File: src/rtl/if_id_stage.sv
`default_nettype none
// +----------------------------------------------------------------------+
// | Module  : if_id_stage                                                |
// | Brief   : Fetch stage and IF/ID pipeline register. Issues reads to a |
// |           1-cycle synchronous instruction ROM, pairs each returned   |
// |           word with its PC, and holds in-flight fetches in a small   |
// |           FIFO skid buffer while decode stalls.                      |
// | Revision: 1.0  initial release                                       |
// +----------------------------------------------------------------------+
module if_id_stage #(
   parameter int ADDR_W    = 32,
   parameter int DATA_W    = 32,
   parameter int BUF_DEPTH = 2
) (
   input  logic              clk,
   input  logic              rst,
   input  logic [ADDR_W-1:0] pc_in,
   input  logic              inst_ce_in,
   output logic              imem_ce,
   output logic [ADDR_W-1:0] imem_addr,
   input  logic [DATA_W-1:0] imem_rdata,
   input  logic              id_stall,
   input  logic              flush,
   output logic              if_stall,
   output logic              id_valid,
   output logic [ADDR_W-1:0] id_pc,
   output logic [DATA_W-1:0] id_inst
);

   localparam int c_CNT_W = $clog2(BUF_DEPTH + 1);

   // In-flight ROM request
   logic              r_req_v;
   logic [ADDR_W-1:0] r_req_pc;

   // Skid buffer: entry 0 is always the head, entries shift down on pop
   logic [c_CNT_W-1:0] r_count;
   logic [ADDR_W-1:0]  r_buf_pc   [BUF_DEPTH];
   logic [DATA_W-1:0]  r_buf_inst [BUF_DEPTH];

   // Decode-stage register
   logic              r_id_valid;
   logic [ADDR_W-1:0] r_id_pc;
   logic [DATA_W-1:0] r_id_inst;

   logic               w_busy;
   logic               w_issue;
   logic               w_arrive;
   logic               w_push;
   logic               w_pop;
   logic [c_CNT_W-1:0] w_wr_idx;

   // Buffer occupancy is the only source of if_stall, so the PC stage
   // never sees a combinational path from id_stall.
   assign w_busy   = (r_count != '0);
   assign w_issue  = inst_ce_in & ~w_busy & ~flush;
   assign w_arrive = r_req_v & ~flush;

   // An arriving word bypasses the buffer only when decode is free and
   // nothing older is waiting; otherwise it joins the tail.
   assign w_push   = w_arrive & (id_stall | w_busy);
   assign w_pop    = ~flush & ~id_stall & w_busy;
   // When popping in the same cycle the tail slides down by one.
   assign w_wr_idx = w_pop ? (r_count - c_CNT_W'(1)) : r_count;

   assign imem_ce   = w_issue;
   assign imem_addr = pc_in;
   assign if_stall  = w_busy;
   assign id_valid  = r_id_valid;
   assign id_pc     = r_id_pc;
   assign id_inst   = r_id_inst;

   // Track the single outstanding ROM read; flush cancels it.
   always_ff @(posedge clk or negedge rst) begin
      if (!rst) begin
         r_req_v  <= 1'b0;
         r_req_pc <= '0;
      end else begin
         r_req_v  <= w_issue;
         r_req_pc <= pc_in;
      end
   end

   // Buffer occupancy counter.
   always_ff @(posedge clk or negedge rst) begin
      if (!rst) begin
         r_count <= '0;
      end else if (flush) begin
         r_count <= '0;
      end else begin
         r_count <= r_count + c_CNT_W'(w_push) - c_CNT_W'(w_pop);
      end
   end

   generate
      for (genvar i = 0; i < BUF_DEPTH; i++) begin : g_entry
         if (i < BUF_DEPTH - 1) begin : g_shift
            // Entry with a successor: take new word, else shift on pop.
            always_ff @(posedge clk or negedge rst) begin
               if (!rst) begin
                  r_buf_pc[i]   <= '0;
                  r_buf_inst[i] <= '0;
               end else if (w_push && (w_wr_idx == c_CNT_W'(i))) begin
                  r_buf_pc[i]   <= r_req_pc;
                  r_buf_inst[i] <= imem_rdata;
               end else if (w_pop) begin
                  r_buf_pc[i]   <= r_buf_pc[i+1];
                  r_buf_inst[i] <= r_buf_inst[i+1];
               end
            end
         end else begin : g_last
            // Last entry: only ever written from the ROM side.
            always_ff @(posedge clk or negedge rst) begin
               if (!rst) begin
                  r_buf_pc[i]   <= '0;
                  r_buf_inst[i] <= '0;
               end else if (w_push && (w_wr_idx == c_CNT_W'(i))) begin
                  r_buf_pc[i]   <= r_req_pc;
                  r_buf_inst[i] <= imem_rdata;
               end
            end
         end
      end
   endgenerate

   // Decode register: flush kills, stall holds, buffer head has priority
   // over the arriving word to keep program order.
   always_ff @(posedge clk or negedge rst) begin
      if (!rst) begin
         r_id_valid <= 1'b0;
         r_id_pc    <= '0;
         r_id_inst  <= '0;
      end else if (flush) begin
         r_id_valid <= 1'b0;
      end else if (id_stall) begin
         r_id_valid <= r_id_valid;
      end else if (w_busy) begin
         r_id_valid <= 1'b1;
         r_id_pc    <= r_buf_pc[0];
         r_id_inst  <= r_buf_inst[0];
      end else if (w_arrive) begin
         r_id_valid <= 1'b1;
         r_id_pc    <= r_req_pc;
         r_id_inst  <= imem_rdata;
      end else begin
         r_id_valid <= 1'b0;
      end
   end

endmodule
`default_nettype wire

File: config.mk
export PLATFORM = sky130hd
export DESIGN_NAME = if_id_stage
export DESIGN_NICKNAME = d
export VERILOG_FILES = /design/src/rtl/if_id_stage.sv
export SDC_FILE = /design/constraint.sdc
export NUM_CORES = 1
export LEC_CHECK = 0
export BUFFER_PORTS_ARGS = -buffer_cell sky130_fd_sc_hd__buf_2
export CAP_MARGIN = 30
export CORE_MARGIN = 5
export CORE_UTILIZATION = 35
export DETAILED_ROUTE_END_ITERATION = 6
export GPL_ROUTABILITY_DRIVEN = 0
export MAX_ROUTING_LAYER = met4
export PLACE_DENSITY = 0.59
export SYNTH_ARGS = -nofsm -noshare
export SYNTH_HDL_FRONTEND = slang
export SYNTH_SLANG_ARGS = --single-unit
File: constraint.sdc
create_clock -name clk -period 2.35 [get_ports clk]
set_input_delay 0.235 -clock clk [delete_from_list [all_inputs] [get_ports clk]]
set_output_delay 0.235 -clock clk [all_outputs]
set_load 0.01 [all_outputs]
==> results.md <==
* Tightest Pin Transition at 0.692 ns
* Syn-to-layout area delta at 26.5%
* I/O Pins at 168
* Power Dens Cells at 986 nW/um^2
* CTS clock-pin slew for the worst setup and hold paths at 0.06 ns
* Total CTS buffers at 27
* Min Clock Period, post-route at 2.19 ns
* Max-cap viol count at 0
* Final TNS setup at 0 ns
* Mux cell area share after synthesis at 0.304
* Root buf cell: clkbuf_16
* Simple-gate share of the synthesized area at 0.0375
* Vias post-DR at 6755
* Chip Width at 182 um
* Avg WL per Cell at 16.1 um
* Total power at 12.9 mW
* Rel. slew slack at 0.539
* Post-Synth Adder-Cell Area at 0.00485
* Clock Sinks at 228
* Number of port buffers at 167
* CP Data Required Time at 2.12 ns
* Post-synthesis instance total at 805
* Hold Crit Start: id_stall
* Die Area at 33000 sq um
* Synthesized flop and latch total at 228
* Number of flops mapped to enable cells by yosys at 0
* H-tree lvl count at 1
* Placed insts at 1299
* Setup Viol. Count Final at 0
* Fillers at 2678
* XOR/XNOR share of the synthesized area at 0.00328
* Fraction of registers with async set/reset at 1.00
* RSZ-0062 raised after global routing: no
* Synth warn at 0
* Highest clock rate at 0.457 GHz
* Syn_nets at 878
* Worst r2r src: r_count[0]$_DFF_PN0_
* Post-Route WL at 22700 um
* Cell Count, Final, Fillers Out at 1412
* Drt drc at 0
* Hold endpoint: id_valid$_DFFE_PN0P_
* Mean Syn Cell Area at 12.8 sq um
* Post-DR vias/cell at 4.78
* Clk_skew at 0.0150 ns
* Reg-to-reg slack, setup at 0.18 ns
* CP arrival at 1.95 ns
* Initial DRC count at 283
* DRT antenna net count at 0
* Die height at 182 um
* WS Path Type: reg2out
* All-Layer GR Usage at 0.142
* Compound-cell area share of the yosys netlist at 0.0488
* Clk_lat worst skew at 0.53 ns
* Status: finished, final reports clean
* Worst reg2reg path depth at 6
* Final net count at 1083
* Vias in the first global route at 7248
* Initial antenna violation count at 0
* Layout cells sized above 1 at 0.243
* Rows at 62
* First-pass GRT wire length at 38400 um
* Worst setup SP type: register
* Pins Over Slew Limit at 0
* CTS tree: yes
* Largest net degree at the start of global routing at 73
* Reg2reg end: r_buf_pc[5]$_DFFE_PN0P_
* Final hold vios at 0
* Util after Layout at 0.452
* DP HPWL at 14400 um
* Post-synth cell types at 29
* Period utilisation layout at 0.931
* Grt ovf at 0
* Post-CTS resize count at 0
* Area of the core at 28900 sq um
* Hold Path Depth at 3
* Lkg Pwr at 7.18 nW
* 1st-pass router iterations at 4
* Hold Path Class: in2reg
* Max FO, Critical Path at 4
* Crit path capture type: primary output
* Main combinational cell family by area after synthesis: multiplexers
* Register area share after synthesis at 0.553
* Clock buffer depth at 3
* Synthesized area at 10300 sq um
* Number of diodes at 0
* Main synth FF type: dfrtp_1
* Peak VDD IR at 0.000539 V
* Initial core utilization at 0.357
==> layout make-up <==
| class | count | area (sq um) | area share |
|---|---|---|---|
| repair buffers | 257 | 1790 | 0.137 |
| inverters | 6 | 25.0 | 0.00192 |
| multi-input cells | 490 | 4160 | 0.319 |
| clock inverters | 12 | 119 | 0.00912 |
| clock buffers | 35 | 766 | 0.0587 |
| flip-flops and latches | 228 | 5710 | 0.438 |
| well taps | 384 | 480 | 0.0368 |
==> how the worst max path moves through the flow <==
stage / startpoint / end / slack (ns)
floorplan: r_count[0]$_DFF_PN0_ / r_count[1]$_DFF_PN0_ / 0.01
global placement: r_count[0]$_DFF_PN0_ / r_buf_inst[19]$_DFFE_PN0P_ / 0.26
detailed placement: r_count[0]$_DFF_PN0_ / r_buf_inst[21]$_DFFE_PN0P_ / 0.17
CTS: r_count[0]$_DFF_PN0_ / imem_ce / 0.13
global route: r_count[0]$_DFF_PN0_ / imem_ce / 0.01
finish: r_count[0]$_DFF_PN0_ / imem_ce / 0.16
==> Yosys cell counts (5+ instances only) <==
cell	count	area share
mux2i_1	241	0.23
o221ai_1	5	0.0042
nand2_1	68	0.025
buf_4	36	0.026
o21ai_0	67	0.033
o32ai_1	5	0.0042
mux2_1	60	0.066
dfrtp_1	228	0.55
and3_1	5	0.0030
a211oi_1	5	0.0036
clkbuf_1	15	0.0055
nor2_1	12	0.0044
buf_2	29	0.014
inv_1	5	0.0018
==> kinds of logic (layout without fill, tap and decap cells) <==
group                      after synthesis  after routing
and+or+nand+nor                         92             92
xor gates and xnor gates                 3              3
buffers and inverters                   87            310
muxes                                  305            305
DFF                                    228            228
adders and majority gates                4              4
AOI/OAI and AO/OA                       86             86
==> state kept, by name (all words and copies together), names as in the netlist <==
signal and flops:
r_buf_inst 64, id_inst 32, r_req_pc 32, r_buf_pc 64, r_count 2, id_valid 1, r_req_v 1, id_pc 32
==> metal layers <==
layer	share of wire	vias to the layer above	global-route usage
li1	-	3227	-
met1	0.49	3349	0.196
met2	0.44	143	0.223
met3	0.046	36	0.0222
met4	0.017	0	0.0315
met5	0	-	-
==> cell usage in the layout, fill, tap and decap left out, types with 2 or more instances in the layout <==
master / Yosys / final
inv_1: 5 / 5
buf_2: 29 / 166
clkbuf_16: 0 / 27
buf_4: 36 / 16
o221ai_1: 5 / 5
mux2i_1: 241 / 241
dlygate4sd3_1: 0 / 66
a211oi_1: 5 / 5
nand2_1: 68 / 68
and3_1: 5 / 5
dfrtp_1: 228 / 228
clkbuf_1: 15 / 2
nor2_1: 12 / 12
clkbuf_8: 0 / 6
mux2_2: 4 / 4
buf_12: 0 / 8
mux2_1: 60 / 60
o32ai_1: 5 / 5
nor2b_1: 2 / 2
ha_1: 4 / 3
clkinv_2: 0 / 8
o21ai_0: 67 / 66
o211ai_4: 0 / 3
bufinv_16: 0 / 2
==> through the flow <==
stage / instance area [sq um] / setup WS [ns] / hold slack [ns]
detailed placement: 11500 / 0.173 / 0.222
CTS: 13000 / 0.132 / 0.000994
floorplan: 10300 / 0.0116 / -0.0606
global placement: 11500 / 0.261 / 0.222
finish: 13000 / 0.161 / 0.0364
global route: 13000 / 0.0119 / 0.0296
==> timing repair <==
| item | 4_1_cts | 5_1_grt |
|---|---|---|
| endpoints found under the setup margin | 0 | 0 |
| hold endpoints to repair | 123 | 0 |
| buffers inserted | 0 | 0 |
| hold buffers | 66 | 0 |
==> worst max-delay path, stage by stage, from the launching register on <==
cell and delay [ns]:
dfrtp_1 0.43, inv_1 0.16, ha_4 0.17, inv_1 0.09, nor3b_1 0.36, buf_2 0.21
==> power by group <==
group          switching [mW]  leakage, nW  total (mW)  internal, mW
Clock                    1.63        0.444        4.13          2.50
Combinational            1.42         3.84        2.83          1.41
Sequential              0.701         2.89        5.90          5.20
Total                    3.75         7.18        12.9          9.11
No activity file was read; power rests on OpenSTA's default activity.
